## config.mk

```make
export PLATFORM = sky130hd
export DESIGN_NAME = video_stream_sink
export DESIGN_NICKNAME = d
export VERILOG_FILES = /design/src/rtl/video_sink_pkg.sv /design/src/rtl/video_sink_fifo.sv /design/src/rtl/video_stream_sink.sv
export SDC_FILE = /design/constraint.sdc
export NUM_CORES = 1
export LEC_CHECK = 0
export ABC_AREA = 1
export CAP_MARGIN = 40
export CORE_MARGIN = 5
export CORE_UTILIZATION = 43
export CTS_BUF_LIST = sky130_fd_sc_hd__clkbuf_8
export DETAILED_ROUTE_END_ITERATION = 8
export PLACE_DENSITY = 0.72
export SYNTH_ARGS = -nofsm -noshare
export SYNTH_HDL_FRONTEND = slang
export SYNTH_SLANG_ARGS = --single-unit
```

## constraint.sdc

```tcl
create_clock -name clk -period 6.4 [get_ports clk]
set_input_delay 1.28 -clock clk [delete_from_list [all_inputs] [get_ports clk]]
set_output_delay 1.28 -clock clk [all_outputs]
set_load 0.005 [all_outputs]
```

## src/rtl/video_sink_pkg.sv

```systemverilog
// Shared types for the video stream sink: FSM states, packet type codes,
// FIFO word layout and the sop classification helper.
package video_sink_pkg;

  typedef enum logic [1:0] {
    IDLE  = 2'd0,
    CTRL  = 2'd1,
    VIDEO = 2'd2,
    SKIP  = 2'd3
  } sink_state_t;

  localparam logic [3:0] PKT_VIDEO = 4'h0;
  localparam logic [3:0] PKT_CTRL  = 4'hF;

  typedef struct packed {
    logic        sop;
    logic        eop;
    logic [31:0] data;
  } fifo_word_t;

  // State entered after popping a sop word; a single-word packet is already complete.
  function automatic sink_state_t classify_sop(input fifo_word_t w);
    if (w.eop)                         return IDLE;
    else if (w.data[3:0] == PKT_VIDEO) return VIDEO;
    else if (w.data[3:0] == PKT_CTRL)  return CTRL;
    else                               return SKIP;
  endfunction

endpackage

```

## src/rtl/video_sink_fifo.sv

```systemverilog
// Synchronous input FIFO for the video sink. Head word is presented
// combinationally; writes while full are dropped by the FIFO itself.
module video_sink_fifo
  import video_sink_pkg::*;
#(
  parameter int DEPTH = 8
) (
  input  logic                     clk,
  input  logic                     reset,
  input  logic                     i_wr_en,
  input  fifo_word_t               i_wr_word,
  input  logic                     i_rd_en,
  output fifo_word_t               o_head,
  output logic [$clog2(DEPTH):0]   o_count,
  output logic                     o_empty,
  output logic                     o_full
);

  localparam int AW = $clog2(DEPTH);
  localparam logic [AW:0] CNT_FULL = (AW+1)'(DEPTH);

  fifo_word_t      r_mem [DEPTH];
  logic [AW-1:0]   r_wr_ptr;
  logic [AW-1:0]   r_rd_ptr;
  logic [AW:0]     r_count;
  logic            w_wr;
  logic            w_rd;

  assign o_full  = (r_count == CNT_FULL);
  assign o_empty = (r_count == '0);
  assign w_wr    = i_wr_en && !o_full;
  assign w_rd    = i_rd_en && !o_empty;
  assign o_head  = r_mem[r_rd_ptr];
  assign o_count = r_count;

  // Storage array, written at the write pointer.
  always_ff @(posedge clk) begin
    if (w_wr) r_mem[r_wr_ptr] <= i_wr_word;
  end

  // Pointers and occupancy; DEPTH is a power of two so pointers wrap naturally.
  always_ff @(posedge clk or posedge reset) begin
    if (reset) begin
      r_wr_ptr <= '0;
      r_rd_ptr <= '0;
      r_count  <= '0;
    end else begin
      if (w_wr) r_wr_ptr <= r_wr_ptr + 1'b1;
      if (w_rd) r_rd_ptr <= r_rd_ptr + 1'b1;
      case ({w_wr, w_rd})
        2'b10:   r_count <= r_count + 1'b1;
        2'b01:   r_count <= r_count - 1'b1;
        default: r_count <= r_count;
      endcase
    end
  end

endmodule

```

## src/rtl/video_stream_sink.sv

```systemverilog
// Avalon-ST video sink feeding the framebuffer writer. Drops control and
// unknown packets, tags video pixels with x/y, flags short/long frames and
// input overflow. Define VIDEO_SINK_STATUS_EN to add frame_cnt/ctrl_cnt.
//
// state | meaning
// IDLE  | waiting for a sop; non-sop words are discarded
// CTRL  | inside a control packet, discarding until eop
// VIDEO | inside a video packet, forwarding pixels with coordinates
// SKIP  | inside an unknown or oversized packet, discarding until eop
module video_stream_sink
  import video_sink_pkg::*;
#(
  parameter int WIDTH  = 160,
  parameter int HEIGHT = 90,
  parameter int DEPTH  = 8
) (
  input  logic                        clk,
  input  logic                        reset,
  input  logic                        in_valid,
  output logic                        in_ready,
  input  logic [31:0]                 in_data,
  input  logic                        in_sop,
  input  logic                        in_eop,
  output logic                        pix_valid,
  input  logic                        pix_ready,
  output logic [23:0]                 pix_data,
  output logic [$clog2(WIDTH)-1:0]    pix_x,
  output logic [$clog2(HEIGHT)-1:0]   pix_y,
  output logic                        pix_sof,
  output logic                        pix_eol,
  output logic                        err_short,
  output logic                        err_long,
  output logic                        err_ovf
`ifdef VIDEO_SINK_STATUS_EN
  ,
  output logic [15:0]                 frame_cnt,
  output logic [15:0]                 ctrl_cnt
`endif
);

  localparam int XW = $clog2(WIDTH);
  localparam int YW = $clog2(HEIGHT);
  localparam int CW = $clog2(DEPTH) + 1;
  localparam logic [XW-1:0] X_LAST      = XW'(WIDTH - 1);
  localparam logic [YW-1:0] Y_LAST      = YW'(HEIGHT - 1);
  localparam logic [CW-1:0] CNT_RDY_MAX = CW'(DEPTH - 2);

  fifo_word_t    w_wr_word;
  fifo_word_t    w_head;
  logic [CW-1:0] w_count;
  logic          w_empty;
  logic          w_full;
  logic          w_pop;
  logic          w_out_free;
  logic          w_load;
  logic          w_last;
  logic [3:0]    w_type;

  sink_state_t   r_state;
  sink_state_t   w_state_nxt;
  logic [XW-1:0] r_x;
  logic [YW-1:0] r_y;
  logic          r_done;
  logic [XW-1:0] w_x_nxt;
  logic [YW-1:0] w_y_nxt;
  logic          w_done_nxt;
  logic          w_err_short;
  logic          w_err_long;
  logic          w_frame_good;
  logic          w_ctrl_seen;

  logic          r_pix_valid;
  logic [23:0]   r_pix_data;
  logic [XW-1:0] r_pix_x;
  logic [YW-1:0] r_pix_y;
  logic          r_pix_sof;
  logic          r_pix_eol;
  logic          r_err_short;
  logic          r_err_long;
  logic          r_err_ovf;
  logic          w_unused_hi;

  assign w_wr_word  = '{sop: in_sop, eop: in_eop, data: in_data};
  assign in_ready   = !reset && (w_count <= CNT_RDY_MAX);
  assign w_out_free = !r_pix_valid || pix_ready;
  assign w_type     = w_head.data[3:0];
  assign w_last     = (r_x == X_LAST) && (r_y == Y_LAST);
  assign w_unused_hi = ^w_head.data[31:24];

  video_sink_fifo #(.DEPTH(DEPTH)) u_fifo (
    .clk       (clk),
    .reset     (reset),
    .i_wr_en   (in_valid),
    .i_wr_word (w_wr_word),
    .i_rd_en   (w_pop),
    .o_head    (w_head),
    .o_count   (w_count),
    .o_empty   (w_empty),
    .o_full    (w_full)
  );

  // FSM state register.
  always_ff @(posedge clk or posedge reset) begin
    if (reset) r_state <= IDLE;
    else       r_state <= w_state_nxt;
  end

  // Next state, pop decision, coordinate update and error events.
  always_comb begin
    w_state_nxt  = r_state;
    w_pop        = 1'b0;
    w_load       = 1'b0;
    w_x_nxt      = r_x;
    w_y_nxt      = r_y;
    w_done_nxt   = r_done;
    w_err_short  = 1'b0;
    w_err_long   = 1'b0;
    w_frame_good = 1'b0;
    w_ctrl_seen  = 1'b0;
    case (r_state)
      IDLE: begin
        w_pop = !w_empty;
        if (w_pop && w_head.sop) begin
          w_state_nxt = classify_sop(w_head);
          w_ctrl_seen = (w_type == PKT_CTRL);
          w_x_nxt     = '0;
          w_y_nxt     = '0;
          w_done_nxt  = 1'b0;
        end
      end
      CTRL, SKIP: begin
        w_pop = !w_empty;
        if (w_pop && w_head.eop) w_state_nxt = IDLE;
      end
      VIDEO: begin
        // Pops wait for the output register so a held pixel is never overwritten.
        w_pop = !w_empty && w_out_free;
        if (w_pop) begin
          if (w_head.sop) begin
            w_err_short = !r_done;
            w_state_nxt = classify_sop(w_head);
            w_ctrl_seen = (w_type == PKT_CTRL);
            w_x_nxt     = '0;
            w_y_nxt     = '0;
            w_done_nxt  = 1'b0;
          end else if (r_done) begin
            w_err_long  = 1'b1;
            w_state_nxt = w_head.eop ? IDLE : SKIP;
            w_done_nxt  = 1'b0;
          end else begin
            w_load = 1'b1;
            if (w_last) begin
              w_x_nxt = '0;
              w_y_nxt = '0;
              if (w_head.eop) begin
                w_state_nxt  = IDLE;
                w_frame_good = 1'b1;
              end else begin
                w_done_nxt = 1'b1;
              end
            end else if (w_head.eop) begin
              w_err_short = 1'b1;
              w_state_nxt = IDLE;
              w_x_nxt     = '0;
              w_y_nxt     = '0;
            end else if (r_x == X_LAST) begin
              w_x_nxt = '0;
              w_y_nxt = r_y + 1'b1;
            end else begin
              w_x_nxt = r_x + 1'b1;
            end
          end
        end
      end
      default: w_state_nxt = IDLE;
    endcase
  end

  // Frame position tracking.
  always_ff @(posedge clk or posedge reset) begin
    if (reset) begin
      r_x    <= '0;
      r_y    <= '0;
      r_done <= 1'b0;
    end else begin
      r_x    <= w_x_nxt;
      r_y    <= w_y_nxt;
      r_done <= w_done_nxt;
    end
  end

  // Output pixel register: load on pop, otherwise drain when accepted.
  always_ff @(posedge clk or posedge reset) begin
    if (reset) begin
      r_pix_valid <= 1'b0;
      r_pix_data  <= '0;
      r_pix_x     <= '0;
      r_pix_y     <= '0;
      r_pix_sof   <= 1'b0;
      r_pix_eol   <= 1'b0;
    end else if (w_load) begin
      r_pix_valid <= 1'b1;
      r_pix_data  <= w_head.data[23:0];
      r_pix_x     <= r_x;
      r_pix_y     <= r_y;
      r_pix_sof   <= (r_x == '0) && (r_y == '0);
      r_pix_eol   <= (r_x == X_LAST);
    end else if (pix_ready) begin
      r_pix_valid <= 1'b0;
    end
  end

  // Error pulses and sticky overflow flag.
  always_ff @(posedge clk or posedge reset) begin
    if (reset) begin
      r_err_short <= 1'b0;
      r_err_long  <= 1'b0;
      r_err_ovf   <= 1'b0;
    end else begin
      r_err_short <= w_err_short;
      r_err_long  <= w_err_long;
      r_err_ovf   <= r_err_ovf | (in_valid & w_full);
    end
  end

  assign pix_valid = r_pix_valid;
  assign pix_data  = r_pix_data;
  assign pix_x     = r_pix_x;
  assign pix_y     = r_pix_y;
  assign pix_sof   = r_pix_sof;
  assign pix_eol   = r_pix_eol;
  assign err_short = r_err_short;
  assign err_long  = r_err_long;
  assign err_ovf   = r_err_ovf;

`ifdef VIDEO_SINK_STATUS_EN
  logic [15:0] r_frame_cnt;
  logic [15:0] r_ctrl_cnt;

  // Good-frame and control-packet counters, both free-running and wrapping.
  always_ff @(posedge clk or posedge reset) begin
    if (reset) begin
      r_frame_cnt <= '0;
      r_ctrl_cnt  <= '0;
    end else begin
      if (w_frame_good) r_frame_cnt <= r_frame_cnt + 1'b1;
      if (w_ctrl_seen)  r_ctrl_cnt  <= r_ctrl_cnt + 1'b1;
    end
  end

  assign frame_cnt = r_frame_cnt;
  assign ctrl_cnt  = r_ctrl_cnt;
`else
  logic w_unused_status;
  assign w_unused_status = w_frame_good | w_ctrl_seen;
`endif

endmodule

```

==> summary.txt <==
CTS
  • Clock sinks: 281
  • H-tree Lvls: 2
  • CTS tree: built
  • CTS Buf Count: 46
  • Clock slew seen by the registers of the worst setup and hold paths: 0.05 ns
  • CTS-repair resized insts: 0
  • Root Driver: clkbuf_8
  • Latest clock arrival within the worst-skew pair: 0.56 ns
  • Hold-fix buffer count after cts: 0
  • Post-CTS Setup Repair Bufs: 0
  • Clock tree buffer depth: 3

Layout
  • Layout net count: 1136
  • Fill cells: 2393
  • Most common cell after layout, fill and taps aside: nand2_1
  • P&R area growth vs syn: 16.5%
  • Most frequent cells in the layout: 209 x nand2_1, 208 x edfxtp_1, 83 x inv_1, 75 x nor2_1, 75 x clkdlybuf4s50_1
  • Share of layout cells above drive strength 1: 0.102

Synthesis
  • Post-synth EDFFs: 208
  • Post-synthesis cell count: 995
  • FF+latch count, synth: 281
  • Asr flop ratio synth: 0.260
  • Yosys warns: 0
  • Post-Syn Area: 0.0119 mm2
  • Syn Nets: 1044
  • Sequential-to-total area share from yosys stat: 0.678
  • Primary FF master, synth: edfxtp_1
  • Yosys cell types: 41
  • Syn Area/Cell: 12.0 um2

Drt
  • Final ANT Viol Nets: 0
  • Routed Wire Length: 25500 um
  • Pre-Repair DR Iteration Count: 5
  • First-iteration detailed-routing DRC count: 544
  • Routed length per instance: 17.0 um
  • DRC viols: 0
  • Vias: 7671
  • Routed vias/inst: 5.11

Power
  • Power density over cell area: 427 mW/mm2
  • Max VDD drop: 242 uV
  • Pleak: 0.00546 uW

Place
  • GP Congestion: 0.825
  • Post-DP HPWL: 14800 um
  • Port Buffers: 75

STA
  • Clock skew: 0.0184 ns
  • Max Slew Vio Count: 0
  • Crit path time final: 3.70 ns
  • Worst-Margin Slew: 0.868 ns
  • Setup_tns: 0 ns
  • RSZ-0062 raised after global routing: no
  • Fmax: 271 MHz
  • Final period utilization: 0.577
  • Fin. Hold Viols: 0
  • Slew margin rel.: 0.422
  • Final setup fails: 0
  • Hold_ws: 0.480 ns

Worst setup path
  • Required @ worst endpoint: 5.12 ns
  • Critical path class: in2out
  • Critical path's most frequent cell: clkdlybuf4s50_1
  • Slowest CP cell: clkdlybuf4s50_1
  • Setup crit start kind: input port
  • Worst setup EP type: output pin
  • Critical Path, Cell by Cell: clkdlybuf4s50_1 > clkinv_2 > o311ai_0 > inv_1 > clkdlybuf4s50_1
  • CP max stage delay: 0.49 ns
  • WP data arrival: 2.42 ns
  • Max Fanout on Critical Path: 2

Floorplan
  • Chip height: 176 um
  • IO Count: 84
  • # rows: 61
  • Initial Utilization: 0.432
  • Die width: 176 um
  • Die area: 0.0311 mm2
  • Core footprint: 0.0276 mm2

GRT
  • Antenna violations before repair: 2
  • Total track usage: 0.164
  • Maximum number of pins on one net before global-route repair: 84
  • Vias in the first global route: 7592
  • GRT overflow: 0
  • First-pass GRT wire length: 40500 um

Worst hold path
  • Hold crit path type: reg2reg

Run
  • Max Cap Viol: 0

Outcome
  • Run status: completed
==> state kept, by name, summed over array words and instances, names as in the netlist, 2 cells and up <==
| name | cells |
|---|---|
| r_state | 2 |
| u_fifo.r_rd_ptr | 3 |
| u_fifo.r_mem | 208 |
| pix_x | 8 |
| r_x | 8 |
| r_y | 7 |
| u_fifo.r_wr_ptr | 3 |
| pix_data | 24 |
| u_fifo.o_count | 4 |
| pix_y | 7 |
==> critical path, delay by kind of cell <==
family / cells / cell delay (ns)
buffers and inverters: 4 / 1.02
AO/OA/AOI/OAI: 1 / 0.10
==> worst paths after layout <==
check                           depth (start not counted)  slack (ns)                            from                        endpoint
worst max register to register                          9        3.48  u_fifo.r_rd_ptr[0]$_DFFE_PP0P_         pix_data[5]$_DFFE_PP0P_
min in group asynchronous                               3        1.08                           reset        pix_data[20]$_DFFE_PP0P_
max in group asynchronous                               4        4.72                           reset  u_fifo.r_rd_ptr[0]$_DFFE_PP0P_
worst max-delay path                                    5        2.70                           reset                        in_ready
worst min register to register                          2        0.48             pix_sof$_DFFE_PP0P_             pix_sof$_DFFE_PP0P_
worst min-delay path                                    2        0.48             pix_sof$_DFFE_PP0P_             pix_sof$_DFFE_PP0P_
==> power breakdown <==
group / internal [uW] / switching (uW) / total [uW]
clock: 762 / 703 / 1460
sequential: 2300 / 173 / 2480
combinational: 702 / 1280 / 1980
total: 3770 / 2150 / 5920
==> through the flow <==
step                      cell area [um2]  worst slack (ns)  instances  power, uW  utilization
final                               13900              2.70       1501       5920        0.503
after global routing                13900              2.63       1501       6320        0.503
after CTS                           13900              2.69       1500       5990        0.503
after detailed placement            13000              2.69       1417       4510        0.471
after global placement              12900              2.68       1415       4430        0.469
after floorplan                     11900              1.79        995       3930            -
==> cell usage after synthesis, types with 2 or more instances <==
library cell	instances	area, um2
nand2_1	209	785
edfxtp_1	208	6250
nor2_1	83	312
inv_1	74	278
dfrtp_1	73	1830
nand3_1	60	300
o21ai_0	59	295
mux2i_1	40	400
o221ai_1	40	350
o21ai_1	27	135
clkbuf_1	15	56.3
buf_2	12	60.1
buf_6	10	113
ha_1	10	125
nand4_1	9	56.3
xor2_1	8	70.1
buf_4	7	52.6
nor3_1	7	35.0
nand2_2	6	37.5
nand3_2	5	50.1
inv_2	4	15.0
nand2_4	3	33.8
nand3_4	3	52.6
nand3b_1	3	22.5
a21oi_1	2	10.0
and2_1	2	12.5
o31ai_1	2	15.0
==> cells by family after synthesis <==
group                    share of synthesized area
AND/OR/NAND/NOR                              0.147
flip-flops                                   0.678
AO/OA/AOI/OAI                               0.0703
buffers and inverters                       0.0521
multiplexers                                0.0336
adder cells (fa/ha/maj)                     0.0122
XOR/XNOR                                   0.00662
==> final cells by class <==
type	count	area [um2]	area share
sequential	281	8080	0.582
multi-input combinational	589	3230	0.233
timing repair buffer	90	903	0.0651
clock buffer	53	729	0.0526
tap	378	473	0.0341
inverter	79	305	0.0220
clock inverter	30	151	0.0109
antenna	1	2.50	0.000180
==> layer usage <==
| metal | vias to the layer above | part of all wire | track usage |
|---|---|---|---|
| met1 | 3718 | 0.44 | 0.215 |
| met4 | 0 | 0.022 | 0.0516 |
| met2 | 216 | 0.48 | 0.275 |
| met3 | 53 | 0.059 | 0.0347 |
| met5 | - | 0 | 0 |
| li1 | 3684 | - | - |
(Power assumes the default switching activity.)
